### src/rtl/chroma_pkg.sv
// chroma_pkg: shared widths, default timing constants and FSM state type for the burst gate.
package chroma_pkg;
    localparam int ERR_W  = 12;
    localparam int ACC_W  = 20;
    localparam int LCNT_W = 12;
    localparam int CNT_W  = 5;
    localparam int BCNT_W = 7;
    localparam int BURST_START_DEF  = 60;
    localparam int BURST_LEN_DEF    = 40;
    localparam int MIN_LINE_DEF     = 1000;
    localparam int LINE_TIMEOUT_DEF = 4000;
    localparam int LOCK_THRESH_DEF  = 256;
    localparam int LOCK_LINES_DEF   = 16;
    localparam int UNLOCK_LINES_DEF = 4;
    typedef enum logic [2:0] {NOSYNC, WAIT_BURST, BURST, EVAL, LINE} burst_state_t;
    // Most-negative value folds to most-positive so the magnitude stays in ACC_W bits.
    function automatic logic [ACC_W-1:0] abs_sat(input logic signed [ACC_W-1:0] v);
        return !v[ACC_W-1] ? v : v == {1'b1, {(ACC_W-1){1'b0}}} ? {1'b0, {(ACC_W-1){1'b1}}} : -v;
    endfunction
endpackage

### src/rtl/burst_gate_ctrl_if.sv
// burst_gate_ctrl_if: sync separator / demodulator inputs and loop-filter control outputs.
interface burst_gate_ctrl_if;
    import chroma_pkg::*;
    logic                     hsync_n;
    logic signed [ERR_W-1:0]  error_in;
    logic                     burst_active;
    logic                     filter_rst;
    logic                     line_strobe;
    logic signed [ACC_W-1:0]  burst_err;
    logic                     locked;
    logic                     sync_lost;
    modport master (output hsync_n, error_in,
                    input  burst_active, filter_rst, line_strobe, burst_err, locked, sync_lost);
    modport slave  (input  hsync_n, error_in,
                    output burst_active, filter_rst, line_strobe, burst_err, locked, sync_lost);
endinterface

### src/rtl/sync_edge_detect.sv
// sync_edge_detect: 2-flop synchroniser with a one-cycle falling-edge pulse.
module sync_edge_detect (
    input  logic clk,
    input  logic rst,
    input  logic async_n_i,
    output logic fall_o
);
    logic [2:0] sh_q;
    // Resets to the idle-high level so release never looks like an edge.
    always_ff @(posedge clk or posedge rst)
        if (rst) sh_q <= '1;
        else     sh_q <= {sh_q[1:0], async_n_i};
    assign fall_o = sh_q[2] & ~sh_q[1];
endmodule

### src/rtl/burst_gate_ctrl.sv
// burst_gate_ctrl: per-line burst window, sync-loss detection and PLL lock qualification.
module burst_gate_ctrl
    import chroma_pkg::*;
#(
    parameter int BURST_START  = BURST_START_DEF,
    parameter int BURST_LEN    = BURST_LEN_DEF,
    parameter int MIN_LINE     = MIN_LINE_DEF,
    parameter int LINE_TIMEOUT = LINE_TIMEOUT_DEF,
    parameter int LOCK_THRESH  = LOCK_THRESH_DEF,
    parameter int LOCK_LINES   = LOCK_LINES_DEF,
    parameter int UNLOCK_LINES = UNLOCK_LINES_DEF
) (
    input logic clk,
    input logic rst,
    burst_gate_ctrl_if.slave bus
);
    localparam logic [LCNT_W-1:0] START_M1 = LCNT_W'(BURST_START - 1);
    localparam logic [LCNT_W-1:0] MIN_C    = LCNT_W'(MIN_LINE);
    localparam logic [LCNT_W-1:0] TMO_C    = LCNT_W'(LINE_TIMEOUT);
    localparam logic [BCNT_W-1:0] LEN_M1   = BCNT_W'(BURST_LEN - 1);
    localparam logic [CNT_W-1:0]  LOCK_C   = CNT_W'(LOCK_LINES);
    localparam logic [CNT_W-1:0]  UNLOCK_C = CNT_W'(UNLOCK_LINES);
    localparam logic [ACC_W-1:0]  THRESH_C = ACC_W'(LOCK_THRESH);

    burst_state_t            state_q;
    logic [LCNT_W-1:0]       line_cnt_q, line_cnt_d;
    logic [BCNT_W-1:0]       bcnt_q;
    logic signed [ACC_W-1:0] acc_q, sum_d, burst_err_q;
    logic [CNT_W-1:0]        good_q, bad_q, good_d, bad_d;
    logic                    edge_s, tmo, accept, good, lock_d;
    logic                    burst_active_q, filter_rst_q, sync_lost_q, line_strobe_q, locked_q;

    sync_edge_detect u_sync (.clk(clk), .rst(rst), .async_n_i(bus.hsync_n), .fall_o(edge_s));

    // Lock bookkeeping uses the sum including the final burst sample, so results land with the strobe.
    always_comb begin
        sum_d      = acc_q + {{(ACC_W-ERR_W){bus.error_in[ERR_W-1]}}, bus.error_in};
        good       = abs_sat(sum_d) < THRESH_C;
        good_d     = good ? (&good_q ? good_q : good_q + 1'b1) : '0;
        bad_d      = good ? '0 : (&bad_q ? bad_q : bad_q + 1'b1);
        lock_d     = good_d >= LOCK_C ? 1'b1 : bad_d >= UNLOCK_C ? 1'b0 : locked_q;
        tmo        = state_q != NOSYNC && line_cnt_q == TMO_C;
        accept     = edge_s && !tmo && (state_q == NOSYNC || (state_q == LINE && line_cnt_q >= MIN_C));
        line_cnt_d = accept ? '0 : &line_cnt_q ? line_cnt_q : line_cnt_q + 1'b1;
    end

    always_ff @(posedge clk or posedge rst) begin
        if (rst) begin
            state_q        <= NOSYNC;
            line_cnt_q     <= '0;
            bcnt_q         <= '0;
            acc_q          <= '0;
            good_q         <= '0;
            bad_q          <= '0;
            burst_err_q    <= '0;
            burst_active_q <= 1'b0;
            filter_rst_q   <= 1'b1;
            sync_lost_q    <= 1'b1;
            line_strobe_q  <= 1'b0;
            locked_q       <= 1'b0;
        end else begin
            line_cnt_q    <= line_cnt_d;
            line_strobe_q <= 1'b0;
            if (tmo) begin
                state_q        <= NOSYNC;
                acc_q          <= '0;
                good_q         <= '0;
                bad_q          <= '0;
                locked_q       <= 1'b0;
                burst_active_q <= 1'b0;
                filter_rst_q   <= 1'b1;
                sync_lost_q    <= 1'b1;
            end else begin
                case (state_q)
                    NOSYNC: if (accept) begin
                        state_q      <= WAIT_BURST;
                        filter_rst_q <= 1'b0;
                        sync_lost_q  <= 1'b0;
                    end
                    WAIT_BURST: if (line_cnt_q == START_M1) begin
                        state_q        <= BURST;
                        burst_active_q <= 1'b1;
                        bcnt_q         <= '0;
                    end
                    BURST: if (bcnt_q == LEN_M1) begin
                        state_q        <= EVAL;
                        burst_active_q <= 1'b0;
                        burst_err_q    <= sum_d;
                        acc_q          <= '0;
                        line_strobe_q  <= 1'b1;
                        good_q         <= good_d;
                        bad_q          <= bad_d;
                        locked_q       <= lock_d;
                    end else begin
                        acc_q  <= sum_d;
                        bcnt_q <= bcnt_q + 1'b1;
                    end
                    EVAL: state_q <= LINE;
                    LINE: if (accept) state_q <= WAIT_BURST;
                    default: state_q <= NOSYNC;
                endcase
            end
        end
    end

    assign bus.burst_active = burst_active_q;
    assign bus.filter_rst   = filter_rst_q;
    assign bus.sync_lost    = sync_lost_q;
    assign bus.line_strobe  = line_strobe_q;
    assign bus.burst_err    = burst_err_q;
    assign bus.locked       = locked_q;
endmodule

### src/flat_wrapper.sv
// flat-port wrapper written by rule: the top's interface ports become plain ports
module burst_gate_ctrl_flat import chroma_pkg::*;
#(
    parameter int BURST_START  = BURST_START_DEF,
    parameter int BURST_LEN    = BURST_LEN_DEF,
    parameter int MIN_LINE     = MIN_LINE_DEF,
    parameter int LINE_TIMEOUT = LINE_TIMEOUT_DEF,
    parameter int LOCK_THRESH  = LOCK_THRESH_DEF,
    parameter int LOCK_LINES   = LOCK_LINES_DEF,
    parameter int UNLOCK_LINES = UNLOCK_LINES_DEF
)
  (clk, rst, bus_hsync_n, bus_error_in, bus_burst_active, bus_filter_rst, bus_line_strobe, bus_burst_err, bus_locked, bus_sync_lost);
  burst_gate_ctrl_if bus_i ();
  input logic clk;
  input logic rst;
  input wire logic [$bits(bus_i.hsync_n)-1:0] bus_hsync_n;
  input wire logic [$bits(bus_i.error_in)-1:0] bus_error_in;
  output wire logic [$bits(bus_i.burst_active)-1:0] bus_burst_active;
  output wire logic [$bits(bus_i.filter_rst)-1:0] bus_filter_rst;
  output wire logic [$bits(bus_i.line_strobe)-1:0] bus_line_strobe;
  output wire logic [$bits(bus_i.burst_err)-1:0] bus_burst_err;
  output wire logic [$bits(bus_i.locked)-1:0] bus_locked;
  output wire logic [$bits(bus_i.sync_lost)-1:0] bus_sync_lost;
  assign bus_i.hsync_n = bus_hsync_n;
  assign bus_i.error_in = bus_error_in;
  assign bus_burst_active = bus_i.burst_active;
  assign bus_filter_rst = bus_i.filter_rst;
  assign bus_line_strobe = bus_i.line_strobe;
  assign bus_burst_err = bus_i.burst_err;
  assign bus_locked = bus_i.locked;
  assign bus_sync_lost = bus_i.sync_lost;
  burst_gate_ctrl #(.BURST_START(BURST_START), .BURST_LEN(BURST_LEN), .MIN_LINE(MIN_LINE), .LINE_TIMEOUT(LINE_TIMEOUT), .LOCK_THRESH(LOCK_THRESH), .LOCK_LINES(LOCK_LINES), .UNLOCK_LINES(UNLOCK_LINES)) u_core (.clk(clk), .rst(rst), .bus(bus_i));
endmodule
### config.mk
export PLATFORM = sky130hd
export DESIGN_NAME = burst_gate_ctrl_flat
export DESIGN_NICKNAME = d
export VERILOG_FILES = /design/src/rtl/chroma_pkg.sv /design/src/rtl/burst_gate_ctrl_if.sv /design/src/rtl/sync_edge_detect.sv /design/src/rtl/burst_gate_ctrl.sv /design/src/flat_wrapper.sv
export SDC_FILE = /design/constraint.sdc
export NUM_CORES = 1
export LEC_CHECK = 0
export CORE_MARGIN = 2
export CORE_UTILIZATION = 59
export DETAILED_ROUTE_END_ITERATION = 7
export PLACE_DENSITY = 0.81
export SYNTH_ARGS = -nofsm -noshare
export SYNTH_HDL_FRONTEND = slang
export SYNTH_SLANG_ARGS = --single-unit
### constraint.sdc
create_clock -name clk -period 4.5 [get_ports clk]
set_clock_uncertainty 0.1 [all_clocks]
set_input_delay 0.45 -clock clk [delete_from_list [all_inputs] [get_ports clk]]
set_output_delay 0.45 -clock clk [all_outputs]
set_load 0.01 [all_outputs]
# [Yosys cells after proc, flatten, opt, wreduce, memory -nomap -nowiden]
# Index checks and enable logic that the tools add are counted.
[word_totals] reg_bits=79 inputBits=15 out_inout_bits=25 word_cells=105
[classes] add_sub_neg=6 order_cmp=4 n_eq_ne=14 n_mux=40 bitwise=3 n_reduce_logical=26
[ops] op="$mux W20" n=5
[ops] op="$mux W5" n=10
[ops] op="$mux W12" n=2
[ops] op="$add A20 B20 Y20" n=1
[ops] op="$eq A20 B20 Y1 const B" n=1
[ops] op="$lt A20 B9 Y1 const B" n=1
[ops] op="$neg A20 Y20" n=1
[ops] op="$mux W1" n=14
[ops] op="$mux W7" n=2
[ops] op="$pmux W7 S2" n=1
[ops] op="$add A12 B1 Y12 const B" n=1
[ops] op="$eq A12 B12 Y1 const B" n=1
[ops] op="$eq A12 B6 Y1 const B" n=1
[ops] op="$ge A12 B10 Y1 const B" n=1
[ops] op="$mux W3" n=4
[ops] op="$pmux W3 S4" n=1
[ops] op="$reduce_and A12 Y1" n=1
[ops] op="$reduce_and A3 Y1" n=4
[ops] op="$add A5 B1 Y5 const B" n=2
[ops] op="$reduce_and A5 Y1" n=2
[ops] op="$reduce_bool A2 Y1" n=5
[ops] op="$ne A3 B1 Y1 const B" n=3
[ops] op="$reduce_bool A3 Y1" n=3
[ops] op="$add A7 B1 Y7 const B" n=1
[ops] op="other kinds (18)" n=25

# [Longest topological paths before layout]
# Gate-level depths: netlist (run 1).
[depth] ltp_word=12 ltp_mapped=15 ltp_nobuf=13

# [Modules after synthesis]
# A second synthesis (run 1) with hierarchy kept.
[unflattened] cells_unflattened=536 area_unflattened_um2=4895.9
[modules_own_cells] module="burst_gate_ctrl" n_inst=1 cells_per_inst=531 area_per_inst_um2=4799.6 seq_area_each_um2=1903.1
[modules_own_cells] module="sync_edge_detect" n_inst=1 cells_per_inst=5 area_per_inst_um2=96.3 seq_area_each_um2=78.8

# [Worst setup path before layout (run 1)]
# No wires, ideal clock.
[synth_path] kind="in2reg" startpoint="input port bus_error_in[0]" endpoint="register u_core.bad_q[1]" t_arrival_ns=3.534 required_ns=4.269 setup_slack_ns=0.735 stages=13 n_path_buf=0 path_cell_list="ha_1 -> inv_1 -> fa_1 -> xor2_1 -> nor4bb_1 -> mux2i_1 -> a2111o_1 -> nor3_2 -> a31oi_1 -> or4_4 -> a2111oi_4 -> a211oi_1 -> or3_1"
[synth_via] elab_chain_cells=9 elab_cells_between_ends=10 cone_classes="add/sub (2); order compare (1); eq/ne (1); mux (6)"
[synth_rtl] item="start, declared" line="flat_wrapper.sv:17" text="input wire logic [$bits(bus_i.error_in)-1:0] bus_error_in;"
[synth_rtl] item="$add A20 B20 Y20 (*)" line="burst_gate_ctrl.sv:37" text="sum_d = acc_q + {{(ACC_W-ERR_W){bus.error_in[ERR_W-1]}}, bus.error_in};"
[synth_rtl] item="$neg A20 Y20 or $eq A20 B20 Y1 (tied branches)" line="chroma_pkg.sv:18" text="return !v[ACC_W-1] ? v : v == {1'b1, {(ACC_W-1){1'b0}}} ? {1'b0, {(ACC_W-1){1'b1}}} : -v;"
[synth_rtl] item="$mux W20" line="chroma_pkg.sv:18"
[synth_rtl] item="$mux W20 (*)" line="chroma_pkg.sv:18"
[synth_rtl] item="$lt A20 B9 Y1 (*)" line="burst_gate_ctrl.sv:38" text="good = abs_sat(sum_d) < THRESH_C;"
[synth_rtl] item="$mux W5 (*)" line="burst_gate_ctrl.sv:40" text="bad_d = good ? '0 : (&bad_q ? bad_q : bad_q + 1'b1);"
[synth_rtl] item="$mux W5 (*)" line="burst_gate_ctrl.sv:85" text="BURST: if (bcnt_q == LEN_M1) begin"
[synth_rtl] item="$mux W5 (*)" line="burst_gate_ctrl.sv:74" text="case (state_q)"
[synth_rtl] item="$mux W5 (*)" line="burst_gate_ctrl.sv:64" text="if (tmo) begin"
[synth_rtl] item="end signal, assigned" line="burst_gate_ctrl.sv:54" text="bad_q <= '0;"
[synth_rtl] item="end signal, assigned" line="burst_gate_ctrl.sv:68" text="bad_q <= '0;"
[synth_rtl] item="end signal, assigned" line="burst_gate_ctrl.sv:92" text="bad_q <= bad_d;"
[synth_rtl] item="end, declared" line="burst_gate_ctrl.sv:29" text="logic [CNT_W-1:0] good_q, bad_q, good_d, bad_d;"
# Mark *: on every way between the ends. The rest lies on a longest branch, timed or not. The select of a mux whose other input is x is not followed.
# A chain may end at the register's enable or synchronous reset.

# [Worst setup path in the final report (run 1)]
# Ends and elaborated chain as after synthesis.

==> flow_summary_export.csv, run 1 <==
group,metric,value,unit
worst_setup_path,worstSetupEndpointType,"flop",
clock_network,clk_latency,0.37,ns
sta,setup_tns,0,ns
logic_synthesis,syn_inst,568,
clock_network,htreeDepth,3,
worst_setup_path,critPathLaunch,"bus_error_in[0]",
worst_setup_path,r2r_slack,0.48,ns
sta,slew_violations,0,
global_routing,grt_max_degree,58,
pwr,power.density,626,nW/um2
logic_synthesis,synth_commonest_cells,"nand2_1, dfrtp_1, nor2_1",
global_routing,grt_pass1_vias,4315,
layout,utilization,70.7,%
clock_network,cts.sinks,79,
clock_network,cts_setup_buffers,0,
logic_synthesis,synthFlopType,"dfrtp_1",
logic_synthesis,synth_warnings,0,
worst_setup_path,slowest_delay,0.48,ns
layout,fillers,632,
die,die-area,9190,um2
route,wl_per_cell,16.8,um
die,core,8220,um2
worst_setup_path,start_kind,"input port",
place,place_hpwl,8740,um
sta,hold_ws,0.259,ns
sta,hold_viol,0,
route,drt-total-wl,12200,um
place,port_buffers,39,
global_routing,antenna_found_initial,0,
clock_network,cts_buffer_depth,2,
logic_synthesis,synth_area_leaders,"dfrtp_1, nand2_1, ha_1, nor2_1, o21ai_0",
global_routing,grt_overflow_total,0,
route,drc,0,
worst_setup_path,crit_fanout,13,
layout,nets,658,
clock_network,cts_tree,"yes",
route,viasPerCell,6.25,
logic_synthesis,syn_area_per_cell,8.77,um2
die,start_util,60.6,%
route,first_iter_violations,245,
global_routing,grt_pass1_wl,20200,um
layout,antenna_cells,0,
hold_path,min_to,"u_core.u_sync.sh_q[1]",
die,pin_count,40,
logic_synthesis,synth_area,4980,um2
logic_synthesis,synth-async-reset-ratio,100,%
die,die_h,95.9,um
worst_setup_path,r2r-start,"u_core.acc_q[0]",
layout,syn_to_final_growth,16.7,%
route,firstDrtPassIters,5,
worst_setup_path,crit_required,4.66,ns
run_status,outcome,"finished clean",
die,die_x,95.9,um
sta,slew_headroom,32.9,%
layout,final_area,5810,um2
layout,drive_above_1_share,10.8,%
worst_setup_path,ff2ff_path_depth,14,
hold_path,hp-class,"flop to flop",
sta,max_freq,0.237,GHz
sta,layout_min_cycle_time,4.22,ns
sta,rsz0062_at_grt,"false",
worst_setup_path,cpMaxStageDelayCell,"clkdlybuf4s50_1",
sta,post-route-period-util,93.8,%
die,rows,33,
logic_synthesis,synth_cell_types,71,
sta,tightest_slew,1.01,ns
clock_network,clkTransAtPathRegs,0.09,ns
logic_synthesis,syn_nets,608,
worst_setup_path,crit_chain,"clkdlybuf4s50_1, ha_1, inv_1, fa_1, xor2_1, nor4bb_1, mux2i_1, a2111o_1, nor3_2, a31oi_1, or4_4, a2111oi_4, buf_4, a211oi_1, or3_1",
clock_network,holdBufCountCts,0,
place,placed_cell_area,5590,um2
logic_synthesis,yosysMostFrequentCell,"nand2_1",
logic_synthesis,ys_ff_latch,79,
clock_network,root_buffer,"clkbuf_8",
place,gp_congestion,0.923,
job,maxCapViolations,0,
sta,setup_viol,0,
clock_network,cts_buffers,9,
logic_synthesis,yosysTopAreaCell,"dfrtp_1",
route,num_vias,4550,
worst_setup_path,crit_arrival,4.38,ns
global_routing,grtUsageTotal,28.3,%
logic_synthesis,synth_edf_count,0,
clock_network,cts.repair.resized,0,
worst_setup_path,reg2reg_to,"u_core.bad_q[1]",
pwr,p_leak,0.00258,uW
logic_synthesis,synth_top_cell_area_share,37.7,%
hold_path,hold_path_depth,0,
worst_setup_path,critical_path_class,"input port to flop",
pwr,ir_drop,237,uV
logic_synthesis,yosysSeqAreaShare,39.8,%
route,final_antenna_net_count,0,
hold_path,min_from,"u_core.u_sync.sh_q[0]",
## stage by stage
step / std cells / total power [uW] / setup WS [ns]
after floorplan: 568 / 2370 / 0.735
after global placement: 712 / 2910 / 0.0863
after detailed placement: 712 / 2980 / -0.128
after CTS: 728 / 3590 / 0.264
after global routing: 728 / 3870 / 0.0601
final: 728 / 3640 / 0.280
## how the worst max path moves through the flow
stage,slack (ns),endpoint
2_1_floorplan,0.73,u_core.bad_q[1]
4_1_cts,0.26,u_core.bad_q[1]
3_5_place_dp,-0.13,u_core.bad_q[1]
6_report,0.28,u_core.bad_q[1]
3_3_place_gp,0.09,u_core.bad_q[1]
5_1_grt,0.06,u_core.bad_q[1]
## metal layers
layer  vias to the layer above  part of all wire, %  GRT usage, %
met5                         -                    0             0
met4                         0                  2.6          12.4
met3                        27                  6.4          4.86
met2                       156                   46          45.0
met1                      2197                   45          38.1
li1                       2170                    -             -
## where the power goes
part	total, uW	switching, uW	internal, uW
clock	604	286	318
combinational	2070	1240	835
sequential	961	115	846
total	3640	1640	2000
## area by class of cell
type / count / area, um2 / area share [%]
repair buffers: 66 / 593 / 10.2
clock inverters: 6 / 91.3 / 1.57
multi-input cells: 447 / 2830 / 48.7
flip-flops and latches: 79 / 1980 / 34.1
inverters: 15 / 57.6 / 0.991
well taps: 105 / 131 / 2.26
clock buffers: 10 / 128 / 2.20
## cell usage in the layout (no fill, tap or decap), types with 8 or more instances in the layout
cell / netlist / final
nand3_1: 24 / 24
a22o_1: 15 / 15
and3_1: 11 / 11
ha_1: 24 / 24
xnor2_1: 8 / 8
clkdlybuf4s50_1: 0 / 39
clkbuf_8: 0 / 9
o21ai_0: 37 / 37
nand2_1: 89 / 89
xor2_1: 15 / 15
o21a_1: 9 / 9
dfrtp_1: 75 / 75
nor2_1: 50 / 50
inv_1: 15 / 14
a21oi_1: 26 / 26
buf_4: 1 / 27
nand4_1: 12 / 12
a211oi_1: 9 / 9
## worst max-delay path: cells and delay by family
| family | cells | cell delay, ns |
|---|---|---|
| simple gates | 4 | 1.17 |
| compound gates | 4 | 0.99 |
| buf+inv | 3 | 0.78 |
| fa+ha+maj | 2 | 0.59 |
| xor+xnor | 1 | 0.28 |
| mux | 1 | 0.13 |
## flip-flops by register name, indices dropped and copies added (netlist names)
signal and flops:
u_core.bus.filter_rst 1, u_core.u_sync.sh_q 3, u_core.bcnt_q 7, u_core.good_q 5
u_core.state_q 3, u_core.bus.locked 1, u_core.bus.line_strobe 1, u_core.bad_q 5
u_core.acc_q 20, u_core.line_cnt_q 12, u_core.bus.burst_active 1, u_core.bus.burst_err 20
## kinds of logic after synthesis
logic type / synth area share, %
simple gates: 23.7
compound gates: 21.7
flops: 39.8
buf+inv: 3.54
fa+ha+maj: 6.43
xor+xnor: 4.05
mux: 0.829
(Power assumes the default switching activity.)
==> inputs of run 2 (changes only) <==
CTS_CLUSTER_SIZE = 24   (was not set)
==> results of run 2 <==
Same layout as run 1: the final DEF is identical, and so are final timing and power.
